$ cat config.mk
export PLATFORM = sky130hd
export DESIGN_NAME = mem_bus_ctrl_8085_flat
export DESIGN_NICKNAME = d
export VERILOG_FILES = /design/src/rtl/mem_bus_ctrl_8085_pkg.sv /design/src/rtl/mem_bus_ctrl_8085_if.sv /design/src/rtl/mem_bus_ctrl_8085.sv /design/src/flat_wrapper.sv
export SDC_FILE = /design/constraint.sdc
export NUM_CORES = 1
export LEC_CHECK = 0
export CAP_MARGIN = 20
export CORE_MARGIN = 2
export CORE_UTILIZATION = 45
export CTS_CLUSTER_DIAMETER = 120
export DETAILED_ROUTE_END_ITERATION = 8
export PLACE_DENSITY = 0.87
export SETUP_SLACK_MARGIN = 0.1
export SLEW_MARGIN = 20
export SYNTH_ARGS = -nofsm -noshare
export SYNTH_HDL_FRONTEND = slang
export SYNTH_SLANG_ARGS = --single-unit
$ cat constraint.sdc
create_clock -name clk -period 3.5 [get_ports clk]
set_input_delay 0.35 -clock clk [delete_from_list [all_inputs] [get_ports clk]]
set_output_delay 0.35 -clock clk [all_outputs]
set_load 0.01 [all_outputs]
$ cat src/rtl/mem_bus_ctrl_8085_pkg.sv
// Shared definitions for the 8085 memory bus controller: bus widths,
// FSM state encoding and the default protected-region base.
package mem8085_pkg;
  localparam int ADDR_W = 8;
  localparam int DATA_W = 16;
  localparam int ST_W   = 3;

  localparam logic [ADDR_W-1:0] PROT_BASE_DEF = 8'h80;

  localparam logic [ST_W-1:0] ST_IDLE   = 3'd0;
  localparam logic [ST_W-1:0] ST_SETUP  = 3'd1;
  localparam logic [ST_W-1:0] ST_WAIT   = 3'd2;
  localparam logic [ST_W-1:0] ST_ACCESS = 3'd3;
  localparam logic [ST_W-1:0] ST_DONE   = 3'd4;
endpackage

$ cat src/rtl/mem_bus_ctrl_8085_if.sv
// Request/response and memory-side signals of the bus controller.
// master = control unit plus memory model, slave = the controller.
interface mem_bus_ctrl_8085_if;
  import mem8085_pkg::*;

  logic              req;
  logic              we;
  logic [ADDR_W-1:0] addr_in;
  logic [DATA_W-1:0] wdata_in;
  logic              busy;
  logic              ack;
  logic              err;
  logic [DATA_W-1:0] rdata_out;
  logic [ADDR_W-1:0] mem_addr;
  logic [DATA_W-1:0] mem_dataw;
  logic              mem_read;
  logic              mem_write;
  logic [DATA_W-1:0] mem_data;

  modport master (
    output req, we, addr_in, wdata_in, mem_data,
    input  busy, ack, err, rdata_out, mem_addr, mem_dataw, mem_read, mem_write
  );

  modport slave (
    input  req, we, addr_in, wdata_in, mem_data,
    output busy, ack, err, rdata_out, mem_addr, mem_dataw, mem_read, mem_write
  );
endinterface

$ cat src/rtl/mem_bus_ctrl_8085.sv
// Sequences one load/store at a time onto a single-port memory with
// programmable wait states; writes to the upper constant table are refused.
module mem_bus_ctrl_8085
  import mem8085_pkg::*;
#(
  parameter int unsigned       WAIT_CYCLES = 1,
  parameter logic [ADDR_W-1:0] PROT_BASE   = PROT_BASE_DEF
) (
  input  logic                clk,
  input  logic                reset,
  mem_bus_ctrl_8085_if.slave  bus
);
  localparam logic [3:0] CNT_LOAD = (WAIT_CYCLES == 0) ? 4'd0 : 4'(WAIT_CYCLES - 1);

  logic [ST_W-1:0] state;
  logic            op;
  logic [3:0]      cnt;

  // Every output is a register; strobes are set on the edge entering ACCESS
  // so they are high for exactly that one cycle.
  always_ff @(posedge clk) begin
    if (reset) begin
      state         <= ST_IDLE;
      op            <= 1'b0;
      cnt           <= 4'd0;
      bus.busy      <= 1'b0;
      bus.ack       <= 1'b0;
      bus.err       <= 1'b0;
      bus.rdata_out <= '0;
      bus.mem_addr  <= '0;
      bus.mem_dataw <= '0;
      bus.mem_read  <= 1'b0;
      bus.mem_write <= 1'b0;
    end else begin
      case (state)
        ST_IDLE: begin
          if (bus.req) begin
            bus.mem_addr  <= bus.addr_in;
            bus.mem_dataw <= bus.wdata_in;
            op            <= bus.we;
            bus.err       <= 1'b0;
            bus.busy      <= 1'b1;
            state         <= ST_SETUP;
          end
        end
        ST_SETUP: begin
          if (op && (bus.mem_addr >= PROT_BASE)) begin
            bus.err <= 1'b1;
            bus.ack <= 1'b1;
            state   <= ST_DONE;
          end else if (WAIT_CYCLES == 0) begin
            bus.mem_read  <= ~op;
            bus.mem_write <= op;
            state         <= ST_ACCESS;
          end else begin
            cnt   <= CNT_LOAD;
            state <= ST_WAIT;
          end
        end
        ST_WAIT: begin
          if (cnt == 4'd0) begin
            bus.mem_read  <= ~op;
            bus.mem_write <= op;
            state         <= ST_ACCESS;
          end else begin
            cnt <= cnt - 4'd1;
          end
        end
        ST_ACCESS: begin
          if (!op) bus.rdata_out <= bus.mem_data;
          bus.mem_read  <= 1'b0;
          bus.mem_write <= 1'b0;
          bus.ack       <= 1'b1;
          state         <= ST_DONE;
        end
        ST_DONE: begin
          bus.ack  <= 1'b0;
          bus.busy <= 1'b0;
          state    <= ST_IDLE;
        end
        default: begin
          bus.ack       <= 1'b0;
          bus.busy      <= 1'b0;
          bus.mem_read  <= 1'b0;
          bus.mem_write <= 1'b0;
          state         <= ST_IDLE;
        end
      endcase
    end
  end
endmodule
$ cat src/flat_wrapper.sv
// flat-port wrapper written by rule: the top's interface ports become plain ports
module mem_bus_ctrl_8085_flat import mem8085_pkg::*;
#(
  parameter int unsigned       WAIT_CYCLES = 1,
  parameter logic [ADDR_W-1:0] PROT_BASE   = PROT_BASE_DEF
)
  (clk, reset, bus_req, bus_we, bus_addr_in, bus_wdata_in, bus_mem_data, bus_busy, bus_ack, bus_err, bus_rdata_out, bus_mem_addr, bus_mem_dataw, bus_mem_read, bus_mem_write);
  mem_bus_ctrl_8085_if bus_i ();
  input  logic clk;
  input  logic reset;
  input wire logic [$bits(bus_i.req)-1:0] bus_req;
  input wire logic [$bits(bus_i.we)-1:0] bus_we;
  input wire logic [$bits(bus_i.addr_in)-1:0] bus_addr_in;
  input wire logic [$bits(bus_i.wdata_in)-1:0] bus_wdata_in;
  input wire logic [$bits(bus_i.mem_data)-1:0] bus_mem_data;
  output wire logic [$bits(bus_i.busy)-1:0] bus_busy;
  output wire logic [$bits(bus_i.ack)-1:0] bus_ack;
  output wire logic [$bits(bus_i.err)-1:0] bus_err;
  output wire logic [$bits(bus_i.rdata_out)-1:0] bus_rdata_out;
  output wire logic [$bits(bus_i.mem_addr)-1:0] bus_mem_addr;
  output wire logic [$bits(bus_i.mem_dataw)-1:0] bus_mem_dataw;
  output wire logic [$bits(bus_i.mem_read)-1:0] bus_mem_read;
  output wire logic [$bits(bus_i.mem_write)-1:0] bus_mem_write;
  assign bus_i.req = bus_req;
  assign bus_i.we = bus_we;
  assign bus_i.addr_in = bus_addr_in;
  assign bus_i.wdata_in = bus_wdata_in;
  assign bus_i.mem_data = bus_mem_data;
  assign bus_busy = bus_i.busy;
  assign bus_ack = bus_i.ack;
  assign bus_err = bus_i.err;
  assign bus_rdata_out = bus_i.rdata_out;
  assign bus_mem_addr = bus_i.mem_addr;
  assign bus_mem_dataw = bus_i.mem_dataw;
  assign bus_mem_read = bus_i.mem_read;
  assign bus_mem_write = bus_i.mem_write;
  mem_bus_ctrl_8085 #(.WAIT_CYCLES(WAIT_CYCLES), .PROT_BASE(PROT_BASE)) u_core (.clk(clk), .reset(reset), .bus(bus_i));
endmodule
==> results of run 1 <==
==> routing by layer <==
layer / up-vias / wire (um)
met5: - / 0
met3: 13 / 339
li1: 984 / -
met2: 57 / 2371
met4: 0 / 149
met1: 854 / 2088
==> power by group through the flow <==
stage | Clock (mW) | Sequential (mW) | Combinational [mW]
floorplan | 0 | 0.675 | 0.0894
global placement | 0 | 0.668 | 0.202
detailed placement | 0 | 0.670 | 0.205
CTS | 0.367 | 0.656 | 0.206
global route | 0.386 | 0.660 | 0.223
finish | 0.360 | 0.656 | 0.204
==> state kept, by name (all words and copies together) (netlist names) <==
register	flops
u_core.op	1
u_core.cnt	4
u_core.bus.mem_addr	8
u_core.bus.mem_write	1
u_core.bus.mem_read	1
u_core.bus.ack	1
u_core.bus.mem_dataw	16
u_core.bus.err	1
u_core.bus.rdata_out	16
u_core.state	3
u_core.bus.busy	1
==> worst paths after layout <==
path,startpoint,to,slack (ns),cells past startpoint
worst max-delay path,u_core.state[2],u_core.bus.mem_addr[7],1.62,3
worst min-delay path,u_core.bus.mem_dataw[13],u_core.bus.mem_dataw[13],0.46,2
worst max register to register,u_core.state[2],u_core.bus.mem_addr[7],1.62,3
worst min register to register,u_core.bus.mem_dataw[13],u_core.bus.mem_dataw[13],0.46,2
==> final cells by class <==
type / instances / share of cell area, %
Multi-Input combinational cell: 171 / 29.10
Timing Repair Buffer: 90 / 29.73
Sequential cell: 53 / 35.41
Clock inverter: 2 / 0.4593
Tap cell: 52 / 2.171
Clock buffer: 6 / 2.756
Inverter: 3 / 0.3758
==> cell families (layout without fill, tap and decap cells) <==
group | count (synthesis) | count (layout) | synth area share (%)
and+or+nand+nor | 110 | 110 | 25.42
muxes | 1 | 1 | 0.4911
DFF | 53 | 53 | 52.06
buffers and inverters | 22 | 101 | 5.463
adders and majority gates | 1 | 1 | 0.6138
AOI/OAI and AO/OA | 59 | 59 | 15.96
==> critical path: stages, from the launching register on <==
cell,delay [ns]
dfxtp_1,0.47
or4b_1,0.97
nand2_1,0.20
a21oi_1,0.08
==> placed cells by master, fill, tap and decap left out, types with 2 or more instances in the layout <==
cell	instances
nor4_1	2
a31oi_1	4
o221ai_1	2
nor3_1	2
inv_1	3
buf_4	2
clkdlybuf4s50_1	87
nand2_1	83
or3_1	2
nor3b_1	4
nand3_1	4
dfxtp_1	53
nor2_1	2
o211ai_1	2
o21ai_0	2
clkbuf_8	6
a21oi_1	45
==> run summary, run 1 <==
Period utilization: 53.76%
Power share of the combinational group: 16.7%
Initial Util: 46.81%
Gpl congestion: 0.7868
Leading area contributor after synthesis: dfxtp_1
Root Buffer: clkbuf_8
Clock share of power: 29.5%
Post-CTS sizing: 0
Inserted Diodes: 0
Vias: 1,908
Setup tns final: 0 ns
P_int: 908.3 uW
Number of remaining DRC errors: 0
Fmax: 531.5 MHz
Largest net degree at the start of global routing: 54
Maximum fanout along the worst path: 25
Number of global-route vias before repair: 1,770
Post-synth EDFFs: 0
Share of power burned in registers: 53.8%
Max-cap violations: 0
Min Hold Slack: 0.4572 ns
CTS Sinks: 53
Die X: 71.30 um
CP Launch Type: register
Class of the worst hold path: register to register
Post-synthesis sequential area ratio: 52.06%
Num CTS Buffers: 5
Post-synth top cells: 83 x nand2_1, 53 x dfxtp_1, 45 x a21oi_1, 10 x clkbuf_1, 5 x buf_2
Sw power: 310.9 uW
Total iterations of the first detailed-routing run: 4
Avg Cell Area, Syn: 8.285 um2
Finish-stage setup viols: 0
Area of the multi-input gates: 872.1 um2
RSZ-0062 raised after global routing: false
Top post-synthesis cells by area: dfxtp_1 52%, nand2_1 15%, a21oi_1 11%
Avg WL per Cell: 13.12 um
Antenna violations before repair: 0
Ys flop type: dfxtp_1
H-tree levels: 2
GRT met1 Usage: 23.80%
GRT busiest layer: met2
Placement Setup Slack: 1.323 ns
Post-detail-place hpwl: 3448 um
Grt met3 use: 6.470%
Ys async rst share: 0%
Clock transition at path regs: 0.10 ns
Total Power: 1.219 mW
Switch share: 25.50%
Final Non-Filler Cells: 377
Post-DRT Antenna Nets: 0
Power Density: 406.9 nW/um2
Synthesized area: 2038 um2
Critical path class: register to register
GRT met2 Usage: 31.48%
Max-slew violation count: 0
Final nets: 369
Die span in y: 71.30 um
Postcts setup bufs: 0
Leakage power: 1.042 nW
Peak supply drop: 0.0001945 V
GRT overflow: 0
Layout cells sized above 1: 4.615%
Core area: 4354 um2
Final Cell Area: 2997 um2
Cts hold-fix bufs: 0
Iteration-0 DRC Markers: 89
Placed cell areas: 2900 um2
Row count: 24
Post-Synthesis Cells: 246
Count leader, synth: nand2_1
Final Skew: 0.006136 ns
CTS tree: built
Storage cell area: 1061 um2
Post-synth net total: 291
Vias/cell: 5.061
Global-route wire length before repair: 8045 um
Final Worst Setup Slack: 1.618 ns
Top cell type's share of synthesized area: 52.06%
Status: finished, final reports clean
Least-Margin Pin Slew: 0.9412 ns
Setup crit end kind: register
Final hold vios: 0
CTS Buffer Depth: 2
Post-Place Cells: 369
Total GRT Usage: 19.76%
Crit path DAT: 2.04 ns
Final Core Density: 68.82%
Die ar.: 5084 um2
Synth unique cells: 35
Max-Slew Margin vs Limit: 37.25%
Warnings from Yosys: 0
Ports: 89
Port bufs: 88
Register bit count reported by yosys: 53
Fill count: 380
Layout area overhead: 47.02%
Tmin final: 1.882 ns
Req. time, crit path: 3.66 ns
WL final: 4948 um
Clk_lat worst skew: 0.31 ns
(Power assumes the default switching activity.)
==> inputs of run 2 (changes only) <==
--- a/config.mk
+++ b/config.mk
@@ -7,10 +7,10 @@
 export LEC_CHECK = 0
 export CAP_MARGIN = 20
 export CORE_MARGIN = 2
-export CORE_UTILIZATION = 45
+export CORE_UTILIZATION = 41
 export CTS_CLUSTER_DIAMETER = 120
 export DETAILED_ROUTE_END_ITERATION = 8
-export PLACE_DENSITY = 0.87
+export PLACE_DENSITY = 0.8
 export SETUP_SLACK_MARGIN = 0.1
 export SLEW_MARGIN = 20
 export SYNTH_ARGS = -nofsm -noshare
==> constraint.sdc (replaced) <==
create_clock -name clk -period 1.8 [get_ports clk]
set_input_delay 0.18 -clock clk [delete_from_list [all_inputs] [get_ports clk]]
set_output_delay 0.18 -clock clk [all_outputs]
set_load 0.01 [all_outputs]
==> run summary, run 2 (synthesis results as in run 1) <==
Status: finished, final reports clean (unchanged)
Gpl congestion: 0.7873 (was 0.7868)
Vias/cell: 4.920 (was 5.061)
Final hold vios: 0 (unchanged)
Most common cell after layout, fill and taps aside: clkdlybuf4s50_1 (unchanged)
Final Cell Area: 3078 um2 (was 2997 um2)
Sw power: 594.8 uW (was 310.9 uW)
Post-DRT Antenna Nets: 0 (unchanged)
H-tree levels: 2 (unchanged)
Share of power burned in registers: 54.1% (was 53.8%)
Hold wc startpoint: reset (was u_core.bus.mem_dataw[13])
Critical path class: register to register (unchanged)
CP Launch Type: register (unchanged)
Core area: 4755 um2 (was 4354 um2)
Top flop regs: u_core.bus.mem_dataw: 16 flops, u_core.bus.rdata_out: 16 flops, u_core.bus.mem_addr: 8 flops (unchanged)
Switch share: 25.38% (was 25.50%)
Number of remaining DRC errors: 0 (unchanged)
Least-Margin Pin Slew: 0.3921 ns (was 0.9412 ns)
Num CTS Buffers: 5 (unchanged)
Tmin final: 1.593 ns (was 1.882 ns)
Post-detail-place hpwl: 3634 um (was 3448 um)
Fmax: 627.8 MHz (was 531.5 MHz)
Most frequent cells in the layout: 87 x clkdlybuf4s50_1, 83 x nand2_1, 53 x dfxtp_1, 45 x a21oi_1, 9 x buf_4 (was 87 x clkdlybuf4s50_1, 83 x nand2_1, 53 x dfxtp_1, 45 x a21oi_1, 6 x clkbuf_8)
Clk_lat worst skew: 0.30 ns (was 0.31 ns)
Layout cells sized above 1: 6.306% (was 4.615%)
Fill count: 417 (was 380)
Max-Slew Margin vs Limit: 73.74% (was 37.25%)
Die X: 74.51 um (was 71.30 um)
Die ar.: 5551 um2 (was 5084 um2)
Class of the worst hold path: input pin to register (was register to register)
Root Buffer: clkbuf_8 (unchanged)
Total GRT Usage: 18.71% (was 19.76%)
Iteration-0 DRC Markers: 129 (was 89)
Crit path from: u_core.cnt[0] (was u_core.state[2])
Crit path DAT: 1.82 ns (was 2.04 ns)
Avg WL per Cell: 12.86 um (was 13.12 um)
Final nets: 377 (was 369)
Total iterations of the first detailed-routing run: 4 (unchanged)
Final Skew: 0.008221 ns (was 0.006136 ns)
Period utilization: 88.50% (was 53.76%)
Ports: 89 (unchanged)
CTS Buffer Depth: 2 (unchanged)
Inserted Diodes: 0 (unchanged)
WL final: 5143 um (was 4948 um)
Vias: 1,968 (was 1,908)
Min Hold Slack: 0.2115 ns (was 0.4572 ns)
Largest net degree at the start of global routing: 27 (was 54)
Antenna violations before repair: 0 (unchanged)
CTS Sinks: 53 (unchanged)
Global-route wire length before repair: 8079 um (was 8045 um)
Number of global-route vias before repair: 1,774 (was 1,770)
Reg-to-reg critical path startpoint: u_core.cnt[0] (was u_core.state[2])
Placed cell areas: 2992 um2 (was 2900 um2)
Clock transition at path regs: 0.09 ns (was 0.10 ns)
Storage cell area: 1061 um2 (unchanged)
Area of the multi-input gates: 874.6 um2 (was 872.1 um2)
RSZ-0062 raised after global routing: false (unchanged)
Cts hold-fix bufs: 0 (unchanged)
Row count: 25 (was 24)
Max-cap violations: 0 (unchanged)
Setup crit end kind: register (unchanged)
Die span in y: 74.51 um (was 71.30 um)
Finish-stage setup viols: 0 (unchanged)
Post-Place Cells: 392 (was 369)
Final Core Density: 64.74% (was 68.82%)
GRT overflow: 0 (unchanged)
Layout area overhead: 51.01% (was 47.02%)
Final Non-Filler Cells: 400 (was 377)
Setup tns final: 0 ns (unchanged)
Initial Util: 42.87% (was 46.81%)
Req. time, crit path: 2.03 ns (was 3.66 ns)
Clock share of power: 27.6% (was 29.5%)
Leakage power: 1.071 nW (was 1.042 nW)
Peak supply drop: 0.0005180 V (was 0.0001945 V)
CTS tree: built (unchanged)
Max-slew violation count: 0 (unchanged)
Power share of the combinational group: 18.4% (was 16.7%)
Maximum fanout along the worst path: 5 (was 25)
Power Density: 761.3 nW/um2 (was 406.9 nW/um2)
Port bufs: 88 (unchanged)
P_int: 1.748 mW (was 908.3 uW)
==> run 2: final timing paths <==
check	to	slack, ns	cells after the start
hold reg to reg	u_core.bus.ack	0.46	2
hold / removal	u_core.bus.mem_addr[1]	0.21	2
setup reg to reg	u_core.bus.mem_read	0.21	5
setup / recovery	u_core.bus.mem_read	0.21	5
==> run 2: layout make-up <==
type | instances | share of cell area [%]
tap | 67 | 2.724
clock inverter | 1 | 0.2439
timing repair buffer | 98 | 31.30
multi-input combinational | 171 | 28.41
inverter | 3 | 0.3659
clock buffer | 7 | 2.480
sequential | 53 | 34.47
==> run 2: power by group through the flow <==
stage               combinational, mW  sequential [mW]  clock (mW)
detailed placement              0.432             1.29           0
CTS                             0.434             1.27       0.668
global placement                0.426             1.29           0
global route                    0.472             1.28       0.710
floorplan                       0.174             1.31           0
finish                          0.430             1.27       0.646
==> run 2: timing repair <==
action	in CTS	in global routing
resized for setup	0	1
buffers inserted	0	0
endpoints found under the setup margin	0	1
==> run 2: critical path, cell delays in order (launching register included) <==
cell	delay, ns
dfxtp_1	0.34
inv_1	0.08
ha_1	0.19
or3b_4	0.42
or3_1	0.36
a31oi_1	0.13
==> run 2: metrics by stage <==
| step | power [mW] | setup WS [ns] |
|---|---|---|
| finish | 2.343 | 0.2070 |
| global route | 2.457 | 0.09693 |
| CTS | 2.369 | 0.1242 |
| detailed placement | 1.726 | 0.1176 |
| global placement | 1.718 | 0.1513 |
| floorplan | 1.486 | 0.2359 |
==> run 2: metal layers <==
layer / GRT usage [%] / share of wire (%) / up-vias
met3: 5.962 / 7.4 / 10
met4: 7.341 / 2.3 / 0
met5: 0 / 0 / -
met2: 29.70 / 47 / 74
li1: - / - / 1004
met1: 23.74 / 43 / 880
==> inputs of run 3 (changes only) <==
--- a/config.mk
+++ b/config.mk
@@ -11,7 +11,6 @@
 export CTS_CLUSTER_DIAMETER = 120
 export DETAILED_ROUTE_END_ITERATION = 8
 export PLACE_DENSITY = 0.8
-export SETUP_SLACK_MARGIN = 0.1
 export SLEW_MARGIN = 20
 export SYNTH_ARGS = -nofsm -noshare
 export SYNTH_HDL_FRONTEND = slang
==> run summary, run 3 (synthesis results as in run 1) <==
Status: finished, final reports clean (unchanged)
Hold Path End: u_core.bus.mem_addr[1] (unchanged)
Power Density: 763.3 nW/um2 (was 761.3 nW/um2)
Post-CTS sizing: 0 (unchanged)
CTS Sinks: 53 (unchanged)
Avg WL per Cell: 12.73 um (was 12.86 um)
Most frequent cells in the layout: 87 x clkdlybuf4s50_1, 83 x nand2_1, 53 x dfxtp_1, 45 x a21oi_1, 9 x buf_4 (unchanged)
Reg2reg setup slack: 0.11 ns (was 0.21 ns)
Post-detail-place hpwl: 3634 um (unchanged)
Setup tns final: 0 ns (unchanged)
Hold Path Cell Cnt: 2 (unchanged)
R2r worst-path depth: 5 (unchanged)
Least-Margin Pin Slew: 0.3801 ns (was 0.3921 ns)
Peak supply drop: 0.0005181 V (was 0.0005180 V)
Die span in y: 74.51 um (unchanged)
Largest net degree at the start of global routing: 27 (unchanged)
Finish-stage setup viols: 0 (unchanged)
Cts hold-fix bufs: 0 (unchanged)
Vias/cell: 4.930 (was 4.920)
Period utilization: 93.77% (was 88.50%)
Number of global-route vias before repair: 1,774 (unchanged)
Final Non-Filler Cells: 400 (unchanged)
Area of the multi-input gates: 872.1 um2 (was 874.6 um2)
Port bufs: 88 (unchanged)
Final hold vios: 0 (unchanged)
Layout area overhead: 50.89% (was 51.01%)
Die X: 74.51 um (unchanged)
Crit path from: u_core.cnt[0] (unchanged)
Inserted Diodes: 0 (unchanged)
GRT overflow: 0 (unchanged)
Setup crit end kind: register (unchanged)
Hold wc startpoint: reset (unchanged)
Total iterations of the first detailed-routing run: 4 (unchanged)
Fmax: 592.4 MHz (was 627.8 MHz)
Leakage power: 1.071 nW (about the same)
Maximum fanout along the worst path: 5 (unchanged)
H-tree levels: 2 (unchanged)
Tmin final: 1.688 ns (was 1.593 ns)
Num CTS Buffers: 5 (unchanged)
Iteration-0 DRC Markers: 135 (was 129)
Max-slew violation count: 0 (unchanged)
Ports: 89 (unchanged)
Critical path class: register to register (unchanged)
Crit path DAT: 1.91 ns (was 1.82 ns)
Max-Slew Margin vs Limit: 74.55% (was 73.74%)
Total GRT Usage: 18.71% (unchanged)
Global-route wire length before repair: 8079 um (unchanged)
Root Buffer: clkbuf_8 (unchanged)
Req. time, crit path: 2.03 ns (about the same)
Postcts setup bufs: 0 (unchanged)
Storage cell area: 1061 um2 (unchanged)
Layout cells sized above 1: 6.306% (unchanged)
WL final: 5092 um (was 5143 um)
Max-cap violations: 0 (unchanged)
Clk_lat worst skew: 0.30 ns (about the same)
Reg-to-reg critical path startpoint: u_core.cnt[0] (unchanged)
Final nets: 377 (unchanged)
Post-DRT Antenna Nets: 0 (unchanged)
Top flop regs: u_core.bus.mem_dataw: 16 flops, u_core.bus.rdata_out: 16 flops, u_core.bus.mem_addr: 8 flops (unchanged)
Row count: 25 (unchanged)
Core area: 4755 um2 (unchanged)
Class of the worst hold path: input pin to register (unchanged)
Initial Util: 42.87% (unchanged)
CTS tree: built (unchanged)
Clock transition at path regs: 0.09 ns (about the same)
Post-Place Cells: 392 (unchanged)
Reg2reg end: u_core.bus.mem_read (unchanged)
Die ar.: 5551 um2 (unchanged)
CP Launch Type: register (unchanged)
Number of remaining DRC errors: 0 (unchanged)
Vias: 1,972 (was 1,968)
Most common cell after layout, fill and taps aside: clkdlybuf4s50_1 (unchanged)
Fill count: 416 (was 417)
Final Skew: 0.008418 ns (was 0.008221 ns)
CTS Buffer Depth: 2 (unchanged)
Gpl congestion: 0.7873 (unchanged)
Antenna violations before repair: 0 (unchanged)
RSZ-0062 raised after global routing: false (unchanged)
[run 3: cell counts in the layout (fill, tap and decap cells not counted)]
No cell type changed its count.
[run 3: layer usage]
metal / GRT usage, % / wire (um) / up-vias
li1: - / - / 1001
met1: 23.74 / 2226 / 885
met2: 29.70 / 2370 / 73
met3: 5.962 / 364 / 13
met4: 7.341 / 131 / 0
met5: 0 / 0 / -
[run 3: how the worst max path moves through the flow]
stage	endpoint	slack (ns)
after floorplan	u_core.bus.mem_read	0.24
after global placement	u_core.bus.mem_dataw[11]	0.15
after detailed placement	u_core.bus.mem_dataw[12]	0.12
after CTS	u_core.bus.mem_read	0.12
after global routing	u_core.bus.mem_read	0.02
final	u_core.bus.mem_read	0.11
[run 3: through the flow]
step / total power, mW / cell area, um2 / hold WS (ns) / worst slack [ns] / utilization, %
global route: 2.457 / 3075 / 0.2250 / 0.01797 / 64.68
global placement: 1.718 / 2992 / 0.4401 / 0.1513 / 62.92
floorplan: 1.486 / 2038 / 0.3160 / 0.2359 / -
CTS: 2.369 / 3075 / 0.2052 / 0.1242 / 64.68
detailed placement: 1.726 / 2992 / 0.4461 / 0.1176 / 62.92
finish: 2.347 / 3075 / 0.2071 / 0.1121 / 64.68
[run 3: final cells by class]
class                      instances  area share, %
clock inverter                     1         0.2441
multi-input combinational        171          28.36
tap                               67          2.726
timing repair buffer              98          31.33
sequential                        53          34.50
clock buffer                       7          2.482
inverter                           3         0.3662
[run 3: worst max-delay path: stages (launching register included)]
cell and delay [ns]:
dfxtp_1 0.34, inv_1 0.08, ha_1 0.19, or3b_2 0.51
or3_1 0.37, a31oi_1 0.13
[run 3: report_power, final]
group	leakage [nW]	internal [mW]	switching [mW]
registers	0.432	1.23	0.0370
clock network	0.0385	0.276	0.374
logic	0.601	0.242	0.188
